===== config.mk =====
export PLATFORM = sky130hd
export DESIGN_NAME = seq_alu_core
export DESIGN_NICKNAME = d
export VERILOG_FILES = /design/src/rtl/seq_alu_core.sv
export SDC_FILE = /design/constraint.sdc
export NUM_CORES = 1
export LEC_CHECK = 0
export CAP_MARGIN = 10
export CELL_PAD_IN_SITES_DETAIL_PLACEMENT = 2
export CELL_PAD_IN_SITES_GLOBAL_PLACEMENT = 2
export CORE_MARGIN = 2
export CORE_UTILIZATION = 37
export CTS_BUF_LIST = sky130_fd_sc_hd__clkbuf_4 sky130_fd_sc_hd__clkbuf_8
export CTS_CLUSTER_SIZE = 10
export DETAILED_ROUTE_END_ITERATION = 10
export PLACE_DENSITY_LB_ADDON = 0.2
export SKIP_LAST_GASP = 1
export SLEW_MARGIN = 40
export SYNTH_ARGS = -nofsm -noshare
export SYNTH_HDL_FRONTEND = slang
export SYNTH_SLANG_ARGS = --single-unit

===== constraint.sdc =====
create_clock -name clk -period 6.8 [get_ports clk]
set_input_delay 1.36 -clock clk [delete_from_list [all_inputs] [get_ports clk]]
set_output_delay 1.36 -clock clk [all_outputs]
set_load 0.005 [all_outputs]

===== src/rtl/seq_alu_core.sv =====
// Handshaked ALU keeping the 16-bit breadboard opcode map.
// Logic/add ops complete in one cycle; MUL/DIV/MOD use an iterative WIDTH-step datapath.
module seq_alu_core #(
    parameter int WIDTH = 16
) (
    input  logic             clk,
    input  logic             reset,
    input  logic             in_valid,
    output logic             in_ready,
    input  logic [3:0]       opcode,
    input  logic [WIDTH-1:0] a_in,
    input  logic [WIDTH-1:0] b_in,
    output logic             out_valid,
    input  logic             out_ready,
    output logic [WIDTH-1:0] result,
    output logic             error,
    output logic [WIDTH-1:0] prev_output,
    output logic             busy
);
    localparam int SHW = $clog2(WIDTH);

    localparam logic [3:0] OP_NOP  = 4'b0000, OP_AND  = 4'b0001, OP_OR   = 4'b0010;
    localparam logic [3:0] OP_XOR  = 4'b0011, OP_ADD  = 4'b0100, OP_MUL  = 4'b0101;
    localparam logic [3:0] OP_SHR  = 4'b0110, OP_NOT  = 4'b0111, OP_MOD  = 4'b1000;
    localparam logic [3:0] OP_NAND = 4'b1001, OP_NOR  = 4'b1010, OP_XNOR = 4'b1011;
    localparam logic [3:0] OP_SUB  = 4'b1100, OP_DIV  = 4'b1101, OP_SHL  = 4'b1110;
    localparam logic [3:0] OP_CLR  = 4'b1111;

    typedef enum logic [1:0] {IDLE, BUSY, DONE} state_t;

    state_t           state, state_nxt;
    logic [SHW-1:0]   cnt;
    logic [3:0]       op_q;
    logic [WIDTH-1:0] a_q, b_q;
    logic [WIDTH-1:0] acc_hi, acc_lo;

    logic             accept, iter_op, last_step;
    logic [WIDTH:0]   mul_sum;
    logic [WIDTH-1:0] mul_hi_nxt, mul_lo_nxt;
    logic [WIDTH:0]   div_shift;
    logic             div_ge;
    logic [WIDTH-1:0] div_rem_nxt, div_quo_nxt;
    logic [WIDTH-1:0] iter_res;
    logic             iter_err;

    // Single-cycle ops; returns {error, result}.
    function automatic logic [WIDTH:0] alu_single(input logic [3:0] op,
                                                  input logic [WIDTH-1:0] a,
                                                  input logic [WIDTH-1:0] b,
                                                  input logic [WIDTH-1:0] prev);
        logic [WIDTH:0] r;
        r = '0;
        case (op)
            OP_NOP:  r = {1'b0, prev};
            OP_AND:  r = {1'b0, a & b};
            OP_OR:   r = {1'b0, a | b};
            OP_XOR:  r = {1'b0, a ^ b};
            OP_ADD:  r = {1'b0, a} + {1'b0, b};
            OP_SHR:  r = {1'b0, a >> b[SHW-1:0]};
            OP_NOT:  r = {1'b0, ~a};
            OP_NAND: r = {1'b0, ~(a & b)};
            OP_NOR:  r = {1'b0, ~(a | b)};
            OP_XNOR: r = {1'b0, ~(a ^ b)};
            OP_SUB:  r = {1'b0, a} - {1'b0, b};
            OP_SHL:  r = {1'b0, a << b[SHW-1:0]};
            default: r = '0;
        endcase
        return r;
    endfunction

    assign in_ready  = (state == IDLE);
    assign out_valid = (state == DONE);
    assign busy      = (state == BUSY);
    assign accept    = in_valid && in_ready;
    assign iter_op   = (opcode == OP_MUL) || (opcode == OP_DIV) || (opcode == OP_MOD);
    assign last_step = (cnt == SHW'(WIDTH - 1));

    always_ff @(posedge clk) begin
        if (reset) state <= IDLE;
        else       state <= state_nxt;
    end

    always_comb begin
        state_nxt = state;
        case (state)
            IDLE:    if (accept) state_nxt = iter_op ? BUSY : DONE;
            BUSY:    if (last_step) state_nxt = DONE;
            DONE:    if (out_ready) state_nxt = IDLE;
            default: state_nxt = IDLE;
        endcase
    end

    // MUL: acc_hi:acc_lo is the partial product, multiplier shifted out of acc_lo.
    // DIV/MOD: acc_hi is the remainder, acc_lo shifts the dividend out and the quotient in.
    always_comb begin
        mul_sum     = {1'b0, acc_hi} + (acc_lo[0] ? {1'b0, a_q} : '0);
        mul_hi_nxt  = mul_sum[WIDTH:1];
        mul_lo_nxt  = {mul_sum[0], acc_lo[WIDTH-1:1]};
        div_shift   = {acc_hi, acc_lo[WIDTH-1]};
        div_ge      = (div_shift >= {1'b0, b_q});
        div_rem_nxt = div_ge ? (div_shift[WIDTH-1:0] - b_q) : div_shift[WIDTH-1:0];
        div_quo_nxt = {acc_lo[WIDTH-2:0], div_ge};

        iter_res = mul_lo_nxt;
        iter_err = |mul_hi_nxt;
        if (op_q == OP_DIV) begin
            iter_res = (b_q == '0) ? '1 : div_quo_nxt;
            iter_err = (b_q == '0);
        end else if (op_q == OP_MOD) begin
            iter_res = (b_q == '0) ? a_q : div_rem_nxt;
            iter_err = (b_q == '0);
        end
    end

    always_ff @(posedge clk) begin
        if (reset) begin
            cnt         <= '0;
            result      <= '0;
            error       <= 1'b0;
            prev_output <= '0;
        end else begin
            case (state)
                IDLE: if (accept) begin
                    op_q <= opcode;
                    a_q  <= a_in;
                    b_q  <= b_in;
                    cnt  <= '0;
                    acc_hi <= '0;
                    acc_lo <= (opcode == OP_MUL) ? b_in : a_in;
                    if (!iter_op) {error, result} <= alu_single(opcode, a_in, b_in, prev_output);
                end
                BUSY: begin
                    cnt <= cnt + 1'b1;
                    if (op_q == OP_MUL) begin
                        acc_hi <= mul_hi_nxt;
                        acc_lo <= mul_lo_nxt;
                    end else begin
                        acc_hi <= div_rem_nxt;
                        acc_lo <= div_quo_nxt;
                    end
                    if (last_step) begin
                        result <= iter_res;
                        error  <= iter_err;
                    end
                end
                DONE: if (out_ready) prev_output <= result;
                default: ;
            endcase
        end
    end
endmodule


==> flow_summary.json, run 1 <==
{
  "grt_start_max_net_pins": 54,
  "synth_seq_cells": 107,
  "cp_data_arrival_time_ns": 5.70,
  "drt_first_iter_violations": 960,
  "yosysWarnings": 0,
  "hold_violations": 0,
  "cts_inserted_buffers": 9,
  "mappedNetlistArea_sq_um": 10700,
  "crit_path_max_fanout": 11,
  "dp_hpwl_mm": 40.8,
  "busiest_layer": "met2",
  "first_pass_iters": 5,
  "rr_endpoint": "result[6]$_SDFFE_PP0P_",
  "yosys.area.top_type_share": 0.191,
  "post_cts_buffers": 0,
  "post-route-cell-area_sq_um": 12000,
  "worstSetupStartpointType": "input pin",
  "setup_repair_after_global_routing_missed_its_margin": "no",
  "totalNegativeSetupSlack_ns": 0,
  "drt-wirelength-per-cell_um": 29.7,
  "gr-usage-met1": 0.463,
  "share_clk_of_total_power": 0.233,
  "power-per-cell-area_nw_per_um2": 162,
  "grtUsageTotal": 0.344,
  "max_slew_margin": 0.371,
  "route.detailed.vias_per_inst": 6.48,
  "globalplace.congestion": 0.952,
  "num_io_pins": 76,
  "post-synth-top-area-cell": "sky130_fd_sc_hd__edfxtp_1",
  "cts-htree-levels": 3,
  "critPathKind": "in2reg",
  "crit_path_top_delay_cell": "sky130_fd_sc_hd__clkdlybuf4s50_1",
  "hold_path.startpoint": "result[4]$_SDFFE_PP0P_",
  "reg2reg_depth": 12,
  "worstHoldPathCells": 2,
  "postPlaceCellArea_sq_um": 11800,
  "layout.cells.most_common": "sky130_fd_sc_hd__nand2_1",
  "post_cts_hold_buffer_count": 0,
  "netlist-cell-type-count": 72,
  "floorplan.initialDensity": 0.374,
  "status": "complete, no violations",
  "post_cts_clock_slew_at_the_launch_and_capture_registers_of_the_worst_setup_and_hold_paths_ns": 0.14,
  "netlist_top_cells_area": "sky130_fd_sc_hd__edfxtp_1 19%, sky130_fd_sc_hd__ha_1 9.7%, sky130_fd_sc_hd__dfxtp_1 7.3%, sky130_fd_sc_hd__nand2_1 5.2%, sky130_fd_sc_hd__mux2i_1 4.7%",
  "vias_in_the_first_global_route": 11760,
  "switching_share_of_power": 0.413,
  "cp.buffers_inverters": 2,
  "crit_path_frequent_cell": "sky130_fd_sc_hd__o31a_1",
  "req_time_crit_path_ns": 7.15,
  "placed_cells": 1743,
  "final-instance-count-excl-fill": 1759,
  "floorplan.core_area_sq_um": 28500,
  "layout.cells.most_common_list": "147 x sky130_fd_sc_hd__nand2_1, 119 x sky130_fd_sc_hd__nor2_1, 97 x sky130_fd_sc_hd__a21oi_1, 96 x sky130_fd_sc_hd__o21ai_0, 83 x sky130_fd_sc_hd__ha_1",
  "fin_total_pwr_mw": 1.95,
  "groute.layer.met3.usage": 0.0522,
  "syn-instance-count": 1338,
  "async_flop_share": 0,
  "cts_buffer_depth": 2,
  "grt_pass1_wl_mm": 78.3,
  "grt.overflow.total": 0,
  "ir_worst_vdd_mv": 0.109,
  "tritoncts": "yes",
  "comb_power_share": 0.371,
  "number_of_gates_given_a_new_drive_strength_after_cts": 0,
  "worstHoldEndpoint": "prev_output[4]$_SDFFE_PP0P_",
  "antenna_cells": 0,
  "die_x_um": 174,
  "layout-drive-gt1-share": 0.0713,
  "max_freq_mhz": 187,
  "min-delay-path-class": "reg2reg",
  "timing.final.crit_period_ns": 5.35,
  "crit_path_end_kind": "register",
  "cellLeakagePower_nw": 4.69,
  "tritoncts_num_sinks": 107,
  "pwr-share-seq": 0.396,
  "timing.rr.start": "b_q[1]$_DFFE_PP_",
  "final_period_util": 0.786,
  "seq_area_frac_synth": 0.265,
  "antenna_left": 0,
  "path_delay_family": "compound AO/OA/AOI/OAI gates",
  "synthesis.area_per_instance_sq_um": 7.97,
  "use_met2": 0.549,
  "routed_wirelength_mm": 52.2,
  "timing_max_transition_violations_final": 0,
  "crit_path_max_incr_delay_ns": 0.43,
  "crit_chain": "clkdlybuf4s50_1 > nor2_1 > and2_1 > nand2_1 > o21ai_0 > inv_1 > ha_1 > nor2b_1 > o31a_1 > o31a_1 > o311a_1 > o21a_1 > o41ai_1 > xnor2_1 > a21oi_1 > nor3_1",
  "layout_area_growth_over_synthesis_pct": 12.8,
  "drc_errors": 0,
  "grt_antenna_before_repair": 2,
  "timing.max_cap.violations": 0,
  "setup_viol": 0,
  "count_of_buffers_inserted_at_the_top_level_ports": 75,
  "layout.nets": 1496,
  "worst-slew-pin-transition_ns": 0.940,
  "setup.reg_to_reg.worst_slack_ns": 2.71,
  "internal_power_mw": 1.15,
  "die_height_um": 174,
  "clockRootBuffer": "sky130_fd_sc_hd__clkbuf_8",
  "worstSkewPairLatency_ns": 0.43,
  "p_sw_mw": 0.805,
  "synth-edff-count": 68,
  "synth_nets": 1464,
  "synth_flop_cell": "sky130_fd_sc_hd__edfxtp_1",
  "dr_vias": 11404,
  "floorplan.rows": 62,
  "fin_worst_skew_ns": 0.0229,
  "dieArea_sq_um": 30200
}
## registers in the layout, summed over array words and instances, names as in the netlist
name         cells
state            2
op_q             4
cnt              4
acc_hi          16
a_q             16
b_q             16
acc_lo          16
prev_output     16
result          16
error            1
## per-stage QoR
step	hold slack, ns	setup slack [ns]	utilization
final	0.495	1.45	0.422
after detailed placement	0.475	1.19	0.414
after global placement	0.468	1.36	0.413
after CTS	0.502	1.54	0.422
after global routing	0.530	1.20	0.422
after floorplan	0.461	1.28	-
## power by group through the flow
stage	Clock, mW	Sequential (mW)	Combinational [mW]
2_1_floorplan	0	0.763	0.433
3_3_place_gp	0	0.786	0.677
3_5_place_dp	0	0.788	0.701
4_1_cts	0.461	0.773	0.709
5_1_grt	0.486	0.777	0.774
6_report	0.455	0.774	0.723
## per-layer routing
metal	wire (um)	part of all wire
met4	2560	0.049
met5	23	0.00044
met2	23600	0.45
met3	3320	0.064
met1	22700	0.44
## worst reg2reg max path, delay by kind of cell, from the launching register on
kind / cells / cell delay [ns]
buffers and inverters: 2 / 0.44
multiplexers: 1 / 0.42
adder cells (fa/ha/maj): 1 / 0.30
AO/OA/AOI/OAI: 6 / 1.57
AND/OR/NAND/NOR: 2 / 0.63
flip-flops: 1 / 0.62
## cell type report
| cell class | instances | area, sq um |
|---|---|---|
| well taps | 384 | 480 |
| inverters | 60 | 225 |
| clock inverters | 7 | 91.3 |
| clock buffers | 9 | 124 |
| multi-input cells | 1086 | 7340 |
| fillers | 3282 | 16500 |
| repair buffers | 106 | 951 |
| flip-flops and latches | 107 | 2820 |
## kinds of logic (layout without fill, tap and decap cells)
logic type	Yosys count	after routing	synth area share
AO/OA/AOI/OAI	424	424	0.265
XOR/XNOR	52	52	0.0427
adder cells (fa/ha/maj)	86	86	0.103
buffers and inverters	145	182	0.0520
flip-flops	107	107	0.265
multiplexers	73	73	0.0775
AND/OR/NAND/NOR	451	451	0.195
## synthesized netlist by cell type (20+ instances only)
library cell,instances
sky130_fd_sc_hd__a21oi_1,97
sky130_fd_sc_hd__and2_1,21
sky130_fd_sc_hd__mux2i_1,50
sky130_fd_sc_hd__o21ai_0,96
sky130_fd_sc_hd__clkbuf_1,69
sky130_fd_sc_hd__nand3_1,20
sky130_fd_sc_hd__nor3_1,58
sky130_fd_sc_hd__xnor2_1,40
sky130_fd_sc_hd__edfxtp_1,68
sky130_fd_sc_hd__nor2_1,120
sky130_fd_sc_hd__ha_1,83
sky130_fd_sc_hd__a211oi_1,34
sky130_fd_sc_hd__dfxtp_1,39
sky130_fd_sc_hd__nand2_1,147
sky130_fd_sc_hd__inv_1,60
## worst max-delay path by stage
stage	from	to	slack, ns	depth (start not counted)
2_1_floorplan	reset	a_q[0]$_DFFE_PP_	1.28	2
3_3_place_gp	opcode[0]	error$_SDFFE_PP0P_	1.36	15
4_1_cts	opcode[0]	result[13]$_SDFFE_PP0P_	1.54	16
5_1_grt	opcode[0]	error$_SDFFE_PP0P_	1.20	15
6_report	opcode[0]	result[13]$_SDFFE_PP0P_	1.45	16
3_5_place_dp	opcode[0]	error$_SDFFE_PP0P_	1.19	15
Note: power is estimated with default switching activity, not from simulation.
==> run 2, diff against run 1 <==
Clock period 6.8 ns to 5.15 ns, I/O delays scaled along.
==> run 2 against run 1 <==
  * First-iteration DRC count is 3.4% higher
  * Sequential cell count did not move
  * Non-clock buffer count up 18
  * Cell count up 1.0%
  * Critical endpoint is now result[14]$_SDFFE_PP0P_
==> flow_summary.json, run 2 (synthesized netlist as in run 1, its figures left out) <==
{
  "worstSkewPairLatency_ns": 0.43,
  "antenna_left": 0,
  "layout.nets": 1514,
  "grt_pass1_wl_mm": 76.8,
  "tritoncts_num_sinks": 107,
  "critPathKind": "in2reg",
  "cellLeakagePower_nw": 4.77,
  "cts-htree-levels": 3,
  "setup.worst_path.start": "b_in[8]",
  "post_cts_clock_slew_at_the_launch_and_capture_registers_of_the_worst_setup_and_hold_paths_ns": 0.13,
  "multi_input_comb_area_sq_um": 7350,
  "dr_vias": 11317,
  "power-per-cell-area_nw_per_um2": 209,
  "drt_first_iter_violations": 993,
  "floorplan.rows": 62,
  "grt_start_max_net_pins": 54,
  "totalNegativeSetupSlack_ns": 0,
  "layout.cells.most_common_list": "147 x sky130_fd_sc_hd__nand2_1, 119 x sky130_fd_sc_hd__nor2_1, 97 x sky130_fd_sc_hd__a21oi_1, 96 x sky130_fd_sc_hd__o21ai_0, 83 x sky130_fd_sc_hd__ha_1",
  "max_slew_margin": 0.365,
  "number_of_fillers_in_the_final_layout": 3304,
  "vias_in_the_first_global_route": 11574,
  "crit_path_end_kind": "register",
  "floorplan.initialDensity": 0.374,
  "die_x_um": 174,
  "drt-wirelength-per-cell_um": 29.2,
  "final_period_util": 0.911,
  "cts_buffer_depth": 2,
  "status": "complete, no violations",
  "route.detailed.vias_per_inst": 6.37,
  "routed_wirelength_mm": 51.9,
  "hold_path.startpoint": "result[5]$_SDFFE_PP0P_",
  "floorplan.core_area_sq_um": 28500,
  "clockRootBuffer": "sky130_fd_sc_hd__clkbuf_8",
  "setup_viol": 0,
  "cp_data_arrival_time_ns": 4.97,
  "num_io_pins": 76,
  "sequential_cell_area_sq_um": 2820,
  "dp_hpwl_mm": 41.0,
  "hold_violations": 0,
  "reg2reg_depth": 12,
  "req_time_crit_path_ns": 5.43,
  "cts_inserted_buffers": 9,
  "layout.cells.most_common": "sky130_fd_sc_hd__nand2_1",
  "tritoncts": "yes",
  "dieArea_sq_um": 30200,
  "layout_area_growth_over_synthesis_pct": 13.9,
  "worstHoldEndpoint": "prev_output[5]$_SDFFE_PP0P_",
  "final_core_utilization": 0.426,
  "timing_max_transition_violations_final": 0,
  "die_height_um": 174,
  "crit_path_max_fanout": 6,
  "rr_endpoint": "result[10]$_SDFFE_PP0P_",
  "worstSetupStartpointType": "input pin",
  "post_cts_buffers": 0,
  "post_cts_hold_buffer_count": 0,
  "max_freq_mhz": 213,
  "drc_errors": 0,
  "ir_worst_vdd_mv": 0.108,
  "count_of_buffers_inserted_at_the_top_level_ports": 75,
  "grt.overflow.total": 0,
  "globalplace.congestion": 0.975,
  "worstHoldPathCells": 2,
  "first_pass_iters": 5,
  "number_of_gates_given_a_new_drive_strength_after_cts": 0,
  "grtUsageTotal": 0.340,
  "setup_repair_after_global_routing_missed_its_margin": "no",
  "grt_antenna_before_repair": 2,
  "antenna_cells": 0,
  "timing.final.crit_period_ns": 4.69,
  "min-delay-path-class": "reg2reg",
  "setup.reg_to_reg.worst_slack_ns": 1.12,
  "timing.rr.start": "b_q[1]$_DFFE_PP_",
  "layout-drive-gt1-share": 0.0847,
  "fin_total_pwr_mw": 2.54,
  "timing.max_cap.violations": 0,
  "fin_worst_skew_ns": 0.0229,
  "worst-slew-pin-transition_ns": 0.943
}
[run 2: final cells by class]
type,instances,share of cell area
well taps,384,0.0395
flip-flops and latches,107,0.232
multi-input cells,1086,0.605
clock buffers,9,0.0102
repair buffers,124,0.0895
inverters,60,0.0185
clock inverters,7,0.00535
[run 2: metrics by stage]
stage	setup WS [ns]	hold WS [ns]	cells	area [sq um]
2_1_floorplan	0.547	0.461	1338	10700
3_3_place_gp	0.0640	0.462	1760	11900
3_5_place_dp	0.0658	0.471	1760	12000
4_1_cts	0.498	0.496	1776	12100
5_1_grt	0.208	0.524	1777	12200
6_report	0.458	0.486	1777	12200
[run 2: worst max path at each step]
stage / to / slack, ns / cells after the start
6_report: result[14]$_SDFFE_PP0P_ / 0.46 / 15
5_1_grt: error$_SDFFE_PP0P_ / 0.21 / 15
4_1_cts: result[14]$_SDFFE_PP0P_ / 0.50 / 15
3_5_place_dp: result[14]$_SDFFE_PP0P_ / 0.07 / 15
3_3_place_gp: result[1]$_SDFFE_PP0P_ / 0.06 / 15
2_1_floorplan: error$_SDFFE_PP0P_ / 0.55 / 17
[run 2: report_power, final]
| group | switching [mW] | internal, mW |
|---|---|---|
| clock | 0.368 | 0.189 |
| sequential | 0.0592 | 0.962 |
| combinational | 0.602 | 0.364 |
| total | 1.03 | 1.51 |
[run 2: critical path, stage by stage]
cell and delay, ns:
sky130_fd_sc_hd__clkdlybuf4s50_1 0.55, sky130_fd_sc_hd__nor4_1 0.50, sky130_fd_sc_hd__nand2_1 0.13, sky130_fd_sc_hd__nor2_1 0.17, sky130_fd_sc_hd__nand4_1 0.22, sky130_fd_sc_hd__o31ai_1 0.38, sky130_fd_sc_hd__xnor2_1 0.14, sky130_fd_sc_hd__ha_1 0.42
sky130_fd_sc_hd__mux2i_1 0.27, sky130_fd_sc_hd__o22ai_1 0.13, sky130_fd_sc_hd__a21oi_1 0.16, sky130_fd_sc_hd__o211ai_1 0.12, sky130_fd_sc_hd__a221o_1 0.34, sky130_fd_sc_hd__a221oi_1 0.28, sky130_fd_sc_hd__a311oi_1 0.14
[run 2: layer usage]
metal  track usage  part of all wire  wire length [um]
met2         0.559              0.47             24200
met3        0.0504             0.059              3080
met5             0           0.00025                13
met1         0.449              0.43             22400
met4         0.135             0.041              2100
==> run 3, diff against run 2 <==
Settings changed: CELL_PAD_IN_SITES_DETAIL_PLACEMENT 2 to not set, CELL_PAD_IN_SITES_GLOBAL_PLACEMENT 2 to not set, CORE_UTILIZATION 37 to 40.
==> run 3 against run 2 <==
  * Worst setup slack improved by 0.035 ns
  * Clock skew decreased by 0.0046 ns
  * Register-to-register slack improved by 0.06 ns
  * Fmax increased by 0.76%
  * Sequential power about the same
  * Worst hold slack got worse by 0.0012 ns
  * Wire length decreased by 15%
  * The run now ends with design-rule violations left
  * Global-route usage decreased by 3.1 points
==> flow_summary.json, run 3 (synthesized netlist as in run 1, its figures left out) <==
{
  "status": "complete, but fails checks",
  "failed_checks": "design-rule violations",
  "grt_antenna_before_repair": 2,
  "count_of_buffers_inserted_at_the_top_level_ports": 75,
  "floorplan.initialDensity": 0.408,
  "layout-drive-gt1-share": 0.0824,
  "cts-htree-levels": 3,
  "timing.max_cap.violations": 0,
  "req_time_crit_path_ns": 5.47,
  "setup_repair_after_global_routing_missed_its_margin": "no",
  "max_slew_margin": 0.414,
  "floorplan.rows": 59,
  "fin_total_pwr_mw": 2.52,
  "post_cts_buffers": 0,
  "timing.final.crit_period_ns": 4.66,
  "crit_path_end_kind": "register",
  "cts_buffer_depth": 2,
  "floorplan.core_area_sq_um": 26100,
  "drc_errors": 4,
  "die_height_um": 167,
  "antenna_left": 0,
  "first_pass_iters": 9,
  "grt.overflow.total": 0,
  "final_core_utilization": 0.464,
  "power-per-cell-area_nw_per_um2": 208,
  "place_worst_setup_slack_ns": 0.177,
  "crit_path_max_fanout": 4,
  "drt_first_iter_violations": 1504,
  "vias_in_the_first_global_route": 10375,
  "layout.cells.most_common": "sky130_fd_sc_hd__nand2_1",
  "worst-slew-pin-transition_ns": 0.871,
  "drt-wirelength-per-cell_um": 25.4,
  "layout_area_growth_over_synthesis_pct": 13.8,
  "timing_max_transition_violations_final": 0,
  "worstSkewPairLatency_ns": 0.41,
  "hold_violations": 0,
  "dieArea_sq_um": 28000,
  "fin_worst_skew_ns": 0.0183,
  "postPlaceCellArea_sq_um": 11900,
  "final.hold.worst_slack_ns": 0.485,
  "layout.nets": 1517,
  "post_cts_clock_slew_at_the_launch_and_capture_registers_of_the_worst_setup_and_hold_paths_ns": 0.11,
  "final-instance-count-excl-fill": 1732,
  "post-route-cell-area_sq_um": 12100,
  "placed_cells": 1715,
  "dp_hpwl_mm": 34.0,
  "globalplace.congestion": 1.04,
  "cellLeakagePower_nw": 4.79,
  "final_period_util": 0.904,
  "max_freq_mhz": 215,
  "layout.cells.most_common_list": "147 x sky130_fd_sc_hd__nand2_1, 119 x sky130_fd_sc_hd__nor2_1, 97 x sky130_fd_sc_hd__a21oi_1, 96 x sky130_fd_sc_hd__o21ai_0, 83 x sky130_fd_sc_hd__ha_1",
  "cts_inserted_buffers": 9,
  "totalNegativeSetupSlack_ns": 0,
  "critPathKind": "in2reg",
  "route.detailed.vias_per_inst": 6.42,
  "post_cts_hold_buffer_count": 0,
  "number_of_fillers_in_the_final_layout": 2608,
  "worstSetupStartpointType": "input pin",
  "tritoncts_num_sinks": 107,
  "num_io_pins": 76,
  "ir_worst_vdd_mv": 0.107,
  "number_of_gates_given_a_new_drive_strength_after_cts": 0,
  "setup_viol": 0,
  "grtUsageTotal": 0.309,
  "min-delay-path-class": "reg2reg",
  "cp_data_arrival_time_ns": 4.98,
  "grt_pass1_wl_mm": 65.6,
  "setup_slack_ns": 0.493,
  "grt_start_max_net_pins": 53,
  "dr_vias": 11113,
  "tritoncts": "yes",
  "routed_wirelength_mm": 43.9,
  "die_x_um": 167,
  "clockRootBuffer": "sky130_fd_sc_hd__clkbuf_8"
}
==> run 3: path summary, 6_finish.rpt <==
kind | from | end | slack, ns | cells after the start
worst min register to register | result[0]$_SDFFE_PP0P_ | prev_output[0]$_SDFFE_PP0P_ | 0.48 | 2
worst max register to register | acc_lo[0]$_DFFE_PP_ | error$_SDFFE_PP0P_ | 1.18 | 12
worst max-delay path | opcode[0] | result[13]$_SDFFE_PP0P_ | 0.49 | 16
worst min-delay path | result[0]$_SDFFE_PP0P_ | prev_output[0]$_SDFFE_PP0P_ | 0.48 | 2
==> run 3: layer usage <==
| layer | vias to the layer above | wire length, um | global-route usage |
|---|---|---|---|
| li1 | 5086 | - | - |
| met5 | - | 13 | 0 |
| met1 | 5286 | 18400 | 0.422 |
| met2 | 639 | 19000 | 0.470 |
| met3 | 100 | 4910 | 0.0851 |
| met4 | 2 | 1570 | 0.108 |
==> run 3: cell type report <==
| cell class | count | area (sq um) | share of cell area |
|---|---|---|---|
| Multi-Input combinational cell | 1086 | 7340 | 0.605 |
| Clock inverter | 7 | 82.6 | 0.00680 |
| Tap cell | 335 | 419 | 0.0345 |
| Timing Repair Buffer | 127 | 1120 | 0.0924 |
| Antenna cell | 1 | 2.50 | 0.000206 |
| Clock buffer | 9 | 124 | 0.0102 |
| Inverter | 60 | 225 | 0.0186 |
| Sequential cell | 107 | 2820 | 0.233 |
==> run 3: report_power, final <==
group | total, mW | switching, mW | internal [mW]
clock | 0.580 | 0.346 | 0.234
sequential | 1.02 | 0.0543 | 0.961
combinational | 0.923 | 0.561 | 0.362
total | 2.52 | 0.961 | 1.56
==> run 3: critical path: stages <==
cell	delay, ns
sky130_fd_sc_hd__clkdlybuf4s50_1	0.42
sky130_fd_sc_hd__nor2_1	0.38
sky130_fd_sc_hd__and2_1	0.27
sky130_fd_sc_hd__nand2_1	0.12
sky130_fd_sc_hd__o21ai_0	0.33
sky130_fd_sc_hd__inv_1	0.08
sky130_fd_sc_hd__ha_1	0.27
sky130_fd_sc_hd__nor2b_1	0.14
sky130_fd_sc_hd__o31a_1	0.28
sky130_fd_sc_hd__o31a_1	0.31
sky130_fd_sc_hd__o311a_1	0.39
sky130_fd_sc_hd__o21a_1	0.19
sky130_fd_sc_hd__o41ai_1	0.37
sky130_fd_sc_hd__xnor2_1	0.17
sky130_fd_sc_hd__a21oi_1	0.08
sky130_fd_sc_hd__nor3_1	0.14
